### config.mk
export PLATFORM = sky130hd
export DESIGN_NAME = sng_lfsr_stream
export DESIGN_NICKNAME = d
export VERILOG_FILES = /design/src/rtl/sng_lfsr_stream.sv
export SDC_FILE = /design/constraint.sdc
export NUM_CORES = 1
export LEC_CHECK = 0
export ABC_AREA = 1
export ABC_CLOCK_PERIOD_IN_PS = 5800
export BUFFER_PORTS_ARGS = -buffer_cell sky130_fd_sc_hd__buf_2
export CAP_MARGIN = 10
export CORE_MARGIN = 1.5
export CORE_UTILIZATION = 40
export CTS_CLUSTER_SIZE = 40
export DETAILED_ROUTE_END_ITERATION = 16
export GPL_ROUTABILITY_DRIVEN = 0
export PLACE_DENSITY = 0.58
export SKIP_CTS_REPAIR_TIMING = 1
export SYNTH_ARGS = -nofsm -noshare
export SYNTH_HDL_FRONTEND = slang
export SYNTH_SLANG_ARGS = --single-unit
### constraint.sdc
create_clock -name clk -period 5.8 [get_ports clk]
set_clock_uncertainty 0.15 [all_clocks]
set_input_delay 0.87 -clock clk [delete_from_list [all_inputs] [get_ports clk]]
set_output_delay 0.87 -clock clk [all_outputs]
set_load 0.01 [all_outputs]
### src/rtl/sng_lfsr_stream.sv
// Binary-to-stochastic encoder: streams bit = (value > LFSR) for a requested
// number of beats, with valid/ready on both sides and a self-check ones count.
module sng_lfsr_stream #(
    parameter int                DATAWD = 8,
    parameter logic [DATAWD-1:0] SEED   = 8'hFE
) (
    input  logic              clk,
    input  logic              rst_n,
    input  logic              in_valid,
    output logic              in_ready,
    input  logic [DATAWD-1:0] in_data,
    input  logic [DATAWD-1:0] in_len,
    output logic              out_valid,
    input  logic              out_ready,
    output logic              out_bit,
    output logic              out_last,
    output logic [DATAWD-1:0] ones_cnt,
    output logic              done
);

    localparam logic [0:0]        IDLE    = 1'b0;
    localparam logic [0:0]        RUN     = 1'b1;
    localparam logic [DATAWD-1:0] LEN_MAX = '1;

    // Maximal-length (255) Fibonacci taps; only meaningful for DATAWD == 8.
    function automatic logic [DATAWD-1:0] lfsr_step(input logic [DATAWD-1:0] s);
        return {s[DATAWD-2:0], s[7] ^ s[5] ^ s[4] ^ s[3]};
    endfunction

    logic [0:0]        state_q, state_d;
    logic [DATAWD-1:0] data_q,  data_d;
    logic [DATAWD-1:0] len_q,   len_d;
    logic [DATAWD-1:0] cnt_q,   cnt_d;
    logic [DATAWD-1:0] lfsr_q,  lfsr_d;
    logic [DATAWD-1:0] ones_q,  ones_d;
    logic              done_q,  done_d;
    logic              bit_w;
    logic              last_w;

    // Outputs derive from registers only, so a stall holds them stable.
    assign bit_w     = (state_q == RUN) && (data_q > lfsr_q);
    assign last_w    = (state_q == RUN) && (cnt_q == (len_q - 1'b1));

    assign in_ready  = (state_q == IDLE);
    assign out_valid = (state_q == RUN);
    assign out_bit   = bit_w;
    assign out_last  = last_w;
    assign ones_cnt  = ones_q;
    assign done      = done_q;

    always_comb begin
        state_d = state_q;
        data_d  = data_q;
        len_d   = len_q;
        cnt_d   = cnt_q;
        lfsr_d  = lfsr_q;
        ones_d  = ones_q;
        done_d  = 1'b0;
        case (state_q)
            IDLE: begin
                if (in_valid) begin
                    data_d  = in_data;
                    len_d   = (in_len == '0) ? LEN_MAX : in_len;
                    lfsr_d  = SEED;
                    cnt_d   = '0;
                    ones_d  = '0;
                    state_d = RUN;
                end
            end
            RUN: begin
                if (out_ready) begin
                    lfsr_d = lfsr_step(lfsr_q);
                    cnt_d  = cnt_q + 1'b1;
                    ones_d = ones_q + {{(DATAWD-1){1'b0}}, bit_w};
                    if (last_w) begin
                        state_d = IDLE;
                        done_d  = 1'b1;
                    end
                end
            end
            default: state_d = IDLE;
        endcase
    end

    always_ff @(posedge clk or negedge rst_n) begin
        if (!rst_n) begin
            state_q <= IDLE;
            data_q  <= '0;
            len_q   <= '0;
            cnt_q   <= '0;
            lfsr_q  <= SEED;
            ones_q  <= '0;
            done_q  <= 1'b0;
        end else begin
            state_q <= state_d;
            data_q  <= data_d;
            len_q   <= len_d;
            cnt_q   <= cnt_d;
            lfsr_q  <= lfsr_d;
            ones_q  <= ones_d;
            done_q  <= done_d;
        end
    end

endmodule

[Word-level counts from Yosys, hierarchy flattened]
Index checks and enable logic that the tools add are counted.
Storage, ports and cells
  flip-flop bits (word level): 42
  bits of input ports: 20
  output and inout bits: 13
  logic and storage cells: 39
Cells by class
  add/subtract/negate cells: 3
  order comparisons: 1
  equality and inequality tests: 3
  multiplexer cells: 16
  bitwise gates (word level): 4
  reduce and logical (&&, ||, !) cells: 5
Operator list (count)
  $mux 8: 6
  $pmux 8 s2: 3
  $add 8x1->8: 1
  $add 8x1->8 const B: 1
  $eq 8x8->1: 1
  $gt 8x8->1: 1
  $logic_not 8->1: 1
  $sub 8x1->8 const B: 1
  $mux 1: 6
  $ne 2x2->1 const B: 2
  $reduce_and 2->1: 2
  $xor 1x1->1: 3
  $logic_and 1x1->1: 2
  $pmux 1 s2: 1
  $not 1->1: 1

[Longest topological paths before layout]
Gate-level depths: netlist (run 1).
  word-level depth: 6
  depth in mapped cells: 17

[Worst setup path after synthesis (run 1)]
OpenSTA, ideal clock, no wires.
  kind: register -> register
  from: reg lfsr_q[3]
  to: reg ones_q[6] (netlist: ones_cnt[6])
  library setup time: 117 ps
  data arrival time: 2338 ps
  setup slack: 3195 ps
  cell stages (with the launch flop): 16
  buffers on the path: 0
  period minus slack after synthesis: 2605 ps
  cells stage by stage: dfstp_2 inv_1 ha_1 nand2_1 o21ai_0 nand2_1 a21oi_1 ha_1 ha_1 nand2_1 nor2_1 inv_1 nor3_1 nand2_1 o21ai_1 inv_1
On the way
  longest elaborated chain between the ends: 5
Ends and longest elaborated chain
  start, declared: line 34  | logic [DATAWD-1:0] lfsr_q, lfsr_d;
  start signal, assigned: line 99  | lfsr_q <= lfsr_d;
  $gt 8x8->1: line 41  | assign bit_w = (state_q == RUN) && (data_q > lfsr_q);
  $logic_and 1x1->1: line 41
  net out_bit: line 15  | output logic out_bit,
  $add 8x1->8: line 74  | ones_d = ones_q + {{(DATAWD-1){1'b0}}, bit_w};
  $mux 8: line 71  | if (out_ready) begin
  $pmux 8 s2: line 59  | case (state_q)
  end signal, assigned: line 100  | ones_q <= ones_d;
  end, declared: line 35  | logic [DATAWD-1:0] ones_q, ones_d;
The timed path passes the listed nets, and every way through them passes these cells. The select of a mux whose other input is x is not followed.
A chain may end at the register's enable or synchronous reset.

[Final worst setup path (run 1)]
  from: reg lfsr_q[7]
  to: out out_bit
On the way
  longest elaborated chain between the ends: 2
Ends and longest elaborated chain (line)
  $gt 8x8->1: 41
  $logic_and 1x1->1: 41
  end, declared: 15
No other way between the ends.

==> results.json, run 1 <==
{
  "p_int_uw": 783,
  "die_w_microns": 79.2,
  "finalPower_mw": 1.31,
  "path_clk_slew_ns": 0.08,
  "hpwl_microns": 3470,
  "drive_above_1_share": 0.179,
  "crit_arrival_ns": 1.88,
  "route.vias.total": 1920,
  "firstDrtPassIters": 4,
  "design_area_sq_um": 2660,
  "placedCellCount": 388,
  "clock_tree.buffer_depth": 2,
  "nets": 355,
  "fin_crit_sh": 0.501,
  "port_buffers": 32,
  "startpoint_type": "flop",
  "drc_errors": 0,
  "cts_tree": "yes",
  "netlist_instances": 291,
  "wirelength_microns": 4890,
  "drv_slew": 0,
  "avgSynthCellArea_sq_um": 7.98,
  "gr-total-overflow": 0,
  "grt_max_degree": 43,
  "ys_ff_latch": 42,
  "insertion_delay_ns": 0.30,
  "dieArea_sq_um": 6280,
  "hp-start": "data_q[1]$_DFFE_PN0P_",
  "sw_frac_of_total": 0.403,
  "worstPathRequired_ns": 4.78,
  "maxCapViolations": 0,
  "pwr-share-seq": 0.396,
  "core_sq_um": 5540,
  "synth-edff-count": 0,
  "htreeDepth": 2,
  "fin_cells": 396,
  "pwr-share-comb": 0.418,
  "ys_seq_area_frac": 0.456,
  "async_flop_share": 1.00,
  "fmax_mhz": 344,
  "rsz0062_at_grt": "no",
  "grt_pass1_vias": 1828,
  "layout_min_cycle_time_ns": 2.90,
  "ff2ff_path_depth": 15,
  "reg2reg_slack_ns": 3.14,
  "drtIter0Drc": 92,
  "clkPwrFrac": 0.186,
  "status": "finished, final reports clean",
  "clockRootBuffer": "clkbuf_8",
  "place_area_sq_um": 2540,
  "worstHoldPathType": "flop to flop",
  "yosys.cell_types.count": 32,
  "setup.worst_path.class": "flop to output port",
  "relSlewSlack": 0.368,
  "finalSetupViolations": 0,
  "antenna_found_initial": 0,
  "critPathMaxFanout": 3,
  "final_antenna_net_count": 0,
  "p_per_area_nw_per_um2": 494,
  "holdPathStages": 2,
  "hold_viol": 0,
  "via_per_inst": 4.85,
  "initial_core_util": 0.419,
  "placementRows": 27,
  "n_antenna_cell": 0,
  "setup_tns_ns": 0,
  "ir_drop_mv": 0.195,
  "dieHeight_microns": 79.2,
  "syn_nets": 323,
  "r2r-end": "ones_cnt[6]$_DFFE_PN0P_",
  "synth_ff_type": "dfrtp_1",
  "num_io_pins": 33,
  "r2r_start": "lfsr_q[3]$_DFFE_PN1P_",
  "syn-cell-area_sq_um": 2320,
  "worstMarginPinSlew_ns": 0.948,
  "syn2layout_area_growth_pct": 14.4,
  "min_to": "data_q[1]$_DFFE_PN0P_",
  "wl_per_cell_microns": 12.4,
  "power.leakage_nw": 1.43,
  "switchingPower_uw": 529,
  "grt_use_total": 0.176,
  "grt_pass1_wl_microns": 8400,
  "yosys_warnings": 0,
  "cts_buffers": 5,
  "cts.sinks": 42,
  "end_kind": "output port"
}
[power by group through the flow]
stage | sequential (mW) | combinational, mW | clock (mW)
floorplan | 0.505 | 0.429 | 0
global placement | 0.525 | 0.550 | 0
detailed placement | 0.528 | 0.552 | 0
CTS | 0.523 | 0.556 | 0.253
global route | 0.537 | 0.650 | 0.260
finish | 0.520 | 0.548 | 0.244
[critical path, stage by stage (launching register included)]
cell     delay [ns]
dfstp_2        0.54
inv_1          0.05
ha_1           0.28
nand2_1        0.09
o41ai_1        0.35
a21oi_1        0.11
buf_2          0.16
[synthesized netlist by cell type, drive strengths merged, types with 4 or more instances]
cell	count	share of area
nand2	77	0.13
inv	44	0.071
dfrtp	35	0.38
o21ai	27	0.058
nor2	22	0.042
nand3	14	0.030
ha	12	0.065
a22oi	8	0.026
a21oi	7	0.015
dfstp	7	0.079
buf	5	0.012
xor2	5	0.019
nand4	4	0.011
xnor2	4	0.015
[stage by stage]
step | util | hold slack (ns) | setup WS [ns]
6_report | 0.480 | 0.334 | 2.90
5_1_grt | 0.480 | 0.375 | 2.70
4_1_cts | 0.480 | 0.340 | 2.86
3_5_place_dp | 0.459 | 0.319 | 3.10
3_3_place_gp | 0.459 | 0.325 | 3.07
2_1_floorplan | - | 0.298 | 3.19
[sequential cells by signal (all words and copies together) (netlist names)]
signal	cells
cnt_q	8
data_q	8
len_q	8
lfsr_q	8
ones_cnt	8
done	1
out_valid	1
[worst max path at each step]
stage,from,end,slack (ns)
6_report,lfsr_q[7]$_DFFE_PN1P_,out_bit,2.90
5_1_grt,len_q[0]$_DFFE_PN0P_,out_last,2.70
4_1_cts,lfsr_q[7]$_DFFE_PN1P_,out_bit,2.86
3_5_place_dp,out_ready,cnt_q[7]$_DFFE_PN0P_,3.10
3_3_place_gp,out_ready,cnt_q[7]$_DFFE_PN0P_,3.07
2_1_floorplan,lfsr_q[3]$_DFFE_PN1P_,ones_cnt[6]$_DFFE_PN0P_,3.19
[area by class of cell]
| class | count | area [sq um] |
|---|---|---|
| Tap cell | 72 | 90.1 |
| Timing Repair Buffer | 33 | 168 |
| Clock buffer | 7 | 86.3 |
| Multi-Input combinational cell | 196 | 1050 |
| Clock inverter | 1 | 30.0 |
| Fill cell | 563 | 2880 |
| Inverter | 45 | 170 |
| Sequential cell | 42 | 1060 |
[per-layer routing]
layer | wire, microns | track usage | part of all wire
met3 | 188 | 0.0368 | 0.038
met5 | 0 | 0 | 0
met1 | 2380 | 0.229 | 0.49
met2 | 2240 | 0.284 | 0.46
met4 | 82 | 0.0702 | 0.017
[placed cells by master (no fill, tap or decap), types with 8 or more instances in the layout]
cell type and count:
dfrtp_1 35, buf_2 32, a22oi_1 8, nor2_1 16, inv_1 42, o21ai_1 12, ha_1 12, nand2_1 76
nand3_1 14, o21ai_0 15
[kinds of logic after synthesis]
family / after synthesis / synth area share
fa+ha+maj: 12 / 0.0646
flops: 42 / 0.456
compound gates: 51 / 0.128
simple gates: 124 / 0.228
xor+xnor: 9 / 0.0339
buf+inv: 53 / 0.0899
Note: power is estimated with default switching activity, not from simulation.
==> run 2: changes to the inputs <==
--- a/config.mk
+++ b/config.mk
@@ -6,7 +6,7 @@
 export NUM_CORES = 1
 export LEC_CHECK = 0
 export ABC_AREA = 1
-export ABC_CLOCK_PERIOD_IN_PS = 5800
+export ABC_CLOCK_PERIOD_IN_PS = 2900
 export BUFFER_PORTS_ARGS = -buffer_cell sky130_fd_sc_hd__buf_2
 export CAP_MARGIN = 10
 export CORE_MARGIN = 1.5
==> constraint.sdc (replaced) <==
create_clock -name clk -period 2.9 [get_ports clk]
set_clock_uncertainty 0.15 [all_clocks]
set_input_delay 0.435 -clock clk [delete_from_list [all_inputs] [get_ports clk]]
set_output_delay 0.435 -clock clk [all_outputs]
set_load 0.01 [all_outputs]
==> results.json, run 2 (same netlist as run 1, synthesis figures left out) <==
{
  "hold_viol": 0,
  "clock_tree.buffer_depth": 2,
  "wl_per_cell_microns": 12.3,
  "route.vias.total": 1890,
  "wirelength_microns": 4860,
  "final_cell_mix": "nand2_1 (76), inv_1 (42), dfrtp_1 (35)",
  "grt_use_total": 0.184,
  "critPathLaunch": "lfsr_q[7]$_DFFE_PN1P_",
  "placementRows": 27,
  "drive_above_1_share": 0.191,
  "dieArea_sq_um": 6280,
  "fin_ws_ns": 0.314,
  "worstMarginPinSlew_ns": 0.933,
  "busiest_layer": "met2",
  "reg2reg_slack_ns": 0.31,
  "p_per_area_nw_per_um2": 965,
  "grt_use_met1": 0.251,
  "clockRootBuffer": "clkbuf_8",
  "status": "finished, final reports clean",
  "grt_max_degree": 43,
  "met2_usage": 0.289,
  "path_clk_slew_ns": 0.09,
  "insertion_delay_ns": 0.30,
  "maxCapViolations": 0,
  "rsz0062_at_grt": "yes",
  "syn2layout_area_growth_pct": 14.3,
  "startpoint_type": "flop",
  "die_w_microns": 79.2,
  "max_stage_delay_ns": 0.54,
  "critPathMaxFanout": 3,
  "ff2ff_path_depth": 15,
  "design_area_sq_um": 2660,
  "num_io_pins": 33,
  "fmax_mhz": 387,
  "drv_slew": 0,
  "ir_drop_mv": 0.476,
  "antenna_found_initial": 0,
  "place_area_sq_um": 2550,
  "cts.sinks": 42,
  "worstPathRequired_ns": 2.96,
  "firstDrtPassIters": 4,
  "dieHeight_microns": 79.2,
  "layout_min_cycle_time_ns": 2.59,
  "crit_arrival_ns": 2.64,
  "grt_pass1_vias": 1854,
  "end_kind": "flop",
  "layout_commonest_cell": "nand2_1",
  "hpwl_microns": 3570,
  "r2r_start": "lfsr_q[7]$_DFFE_PN1P_",
  "fin_cells": 397,
  "worstHoldPathType": "primary input to asynchronous set/reset pin",
  "n_antenna_cell": 0,
  "r2r-end": "ones_cnt[6]$_DFFE_PN0P_",
  "setup_tns_ns": 0,
  "drtIter0Drc": 75,
  "core_sq_um": 5540,
  "path_delay_family": "adder cells",
  "nets": 356,
  "gr-usage-met3": 0.0345,
  "drc_errors": 0,
  "crit_buf_inv": 3,
  "post-place-ws_ns": 0.270,
  "placedCellCount": 389,
  "final_antenna_net_count": 0,
  "setup.worst_path.class": "flop to flop",
  "via_per_inst": 4.76,
  "htreeDepth": 2,
  "relSlewSlack": 0.378,
  "gr-total-overflow": 0,
  "power.leakage_nw": 1.43,
  "finalSetupViolations": 0,
  "cts_tree": "yes",
  "fin_crit_sh": 0.892,
  "finalPower_mw": 2.56,
  "crit_chain": "inv_1, ha_1, nand2_1, o41ai_1, a21oi_1, ha_1, ha_1, nand2_1, nor2_1, inv_1, nor3_2, nand2_1, o21ai_1, o21ai_1, inv_1",
  "initial_core_util": 0.419,
  "cts_buffers": 5,
  "grt_pass1_wl_microns": 8810,
  "port_buffers": 32,
  "critPathSlowestCell": "dfstp_2"
}
[run 2: worst register-to-register path, cell delays in order (launching register included)]
cell and delay (ns):
dfstp_2 0.54, inv_1 0.05, ha_1 0.28, nand2_1 0.09
o41ai_1 0.36, a21oi_1 0.10, ha_1 0.23, ha_1 0.19
nand2_1 0.08, nor2_1 0.04, inv_1 0.07, nor3_2 0.05
nand2_1 0.07, o21ai_1 0.06, o21ai_1 0.08, inv_1 0.04
[run 2: stage by stage]
step | utilization | hold slack [ns]
finish | 0.479 | 0.114
global route | 0.479 | 0.192
CTS | 0.477 | 0.163
detailed placement | 0.460 | 0.336
global placement | 0.460 | 0.320
floorplan | - | -0.0106
[run 2: worst max-delay path by stage]
stage / slack, ns / cells after the start / to
3_3_place_gp: 0.32 / 15 / ones_cnt[6]$_DFFE_PN0P_
6_report: 0.31 / 15 / ones_cnt[6]$_DFFE_PN0P_
5_1_grt: -0.0007 / 15 / ones_cnt[6]$_DFFE_PN0P_
2_1_floorplan: 0.29 / 15 / ones_cnt[6]$_DFFE_PN0P_
3_5_place_dp: 0.27 / 15 / ones_cnt[6]$_DFFE_PN0P_
4_1_cts: 0.24 / 15 / ones_cnt[6]$_DFFE_PN0P_
[run 2: metal layers]
| metal | vias to the layer above | routed length (microns) | share of wire |
|---|---|---|---|
| met2 | 28 | 2240 | 0.46 |
| met4 | 0 | 85 | 0.017 |
| met5 | - | 0 | 0 |
| met1 | 852 | 2370 | 0.49 |
| li1 | 1004 | - | - |
| met3 | 6 | 162 | 0.033 |
[run 2: report_power, final]
part,total (mW),switching [mW],internal (mW)
logic,1.11,0.666,0.447
registers,1.04,0.199,0.843
clock network,0.408,0.217,0.192
total,2.56,1.08,1.48
[run 2: layout make-up]
class	instances	area, sq um
fill	564	2890
multi-input combinational	196	1060
sequential	42	1060
timing repair buffer	34	175
inverter	45	170
tap	72	90.1
clock buffer	6	82.6
clock inverter	2	12.5
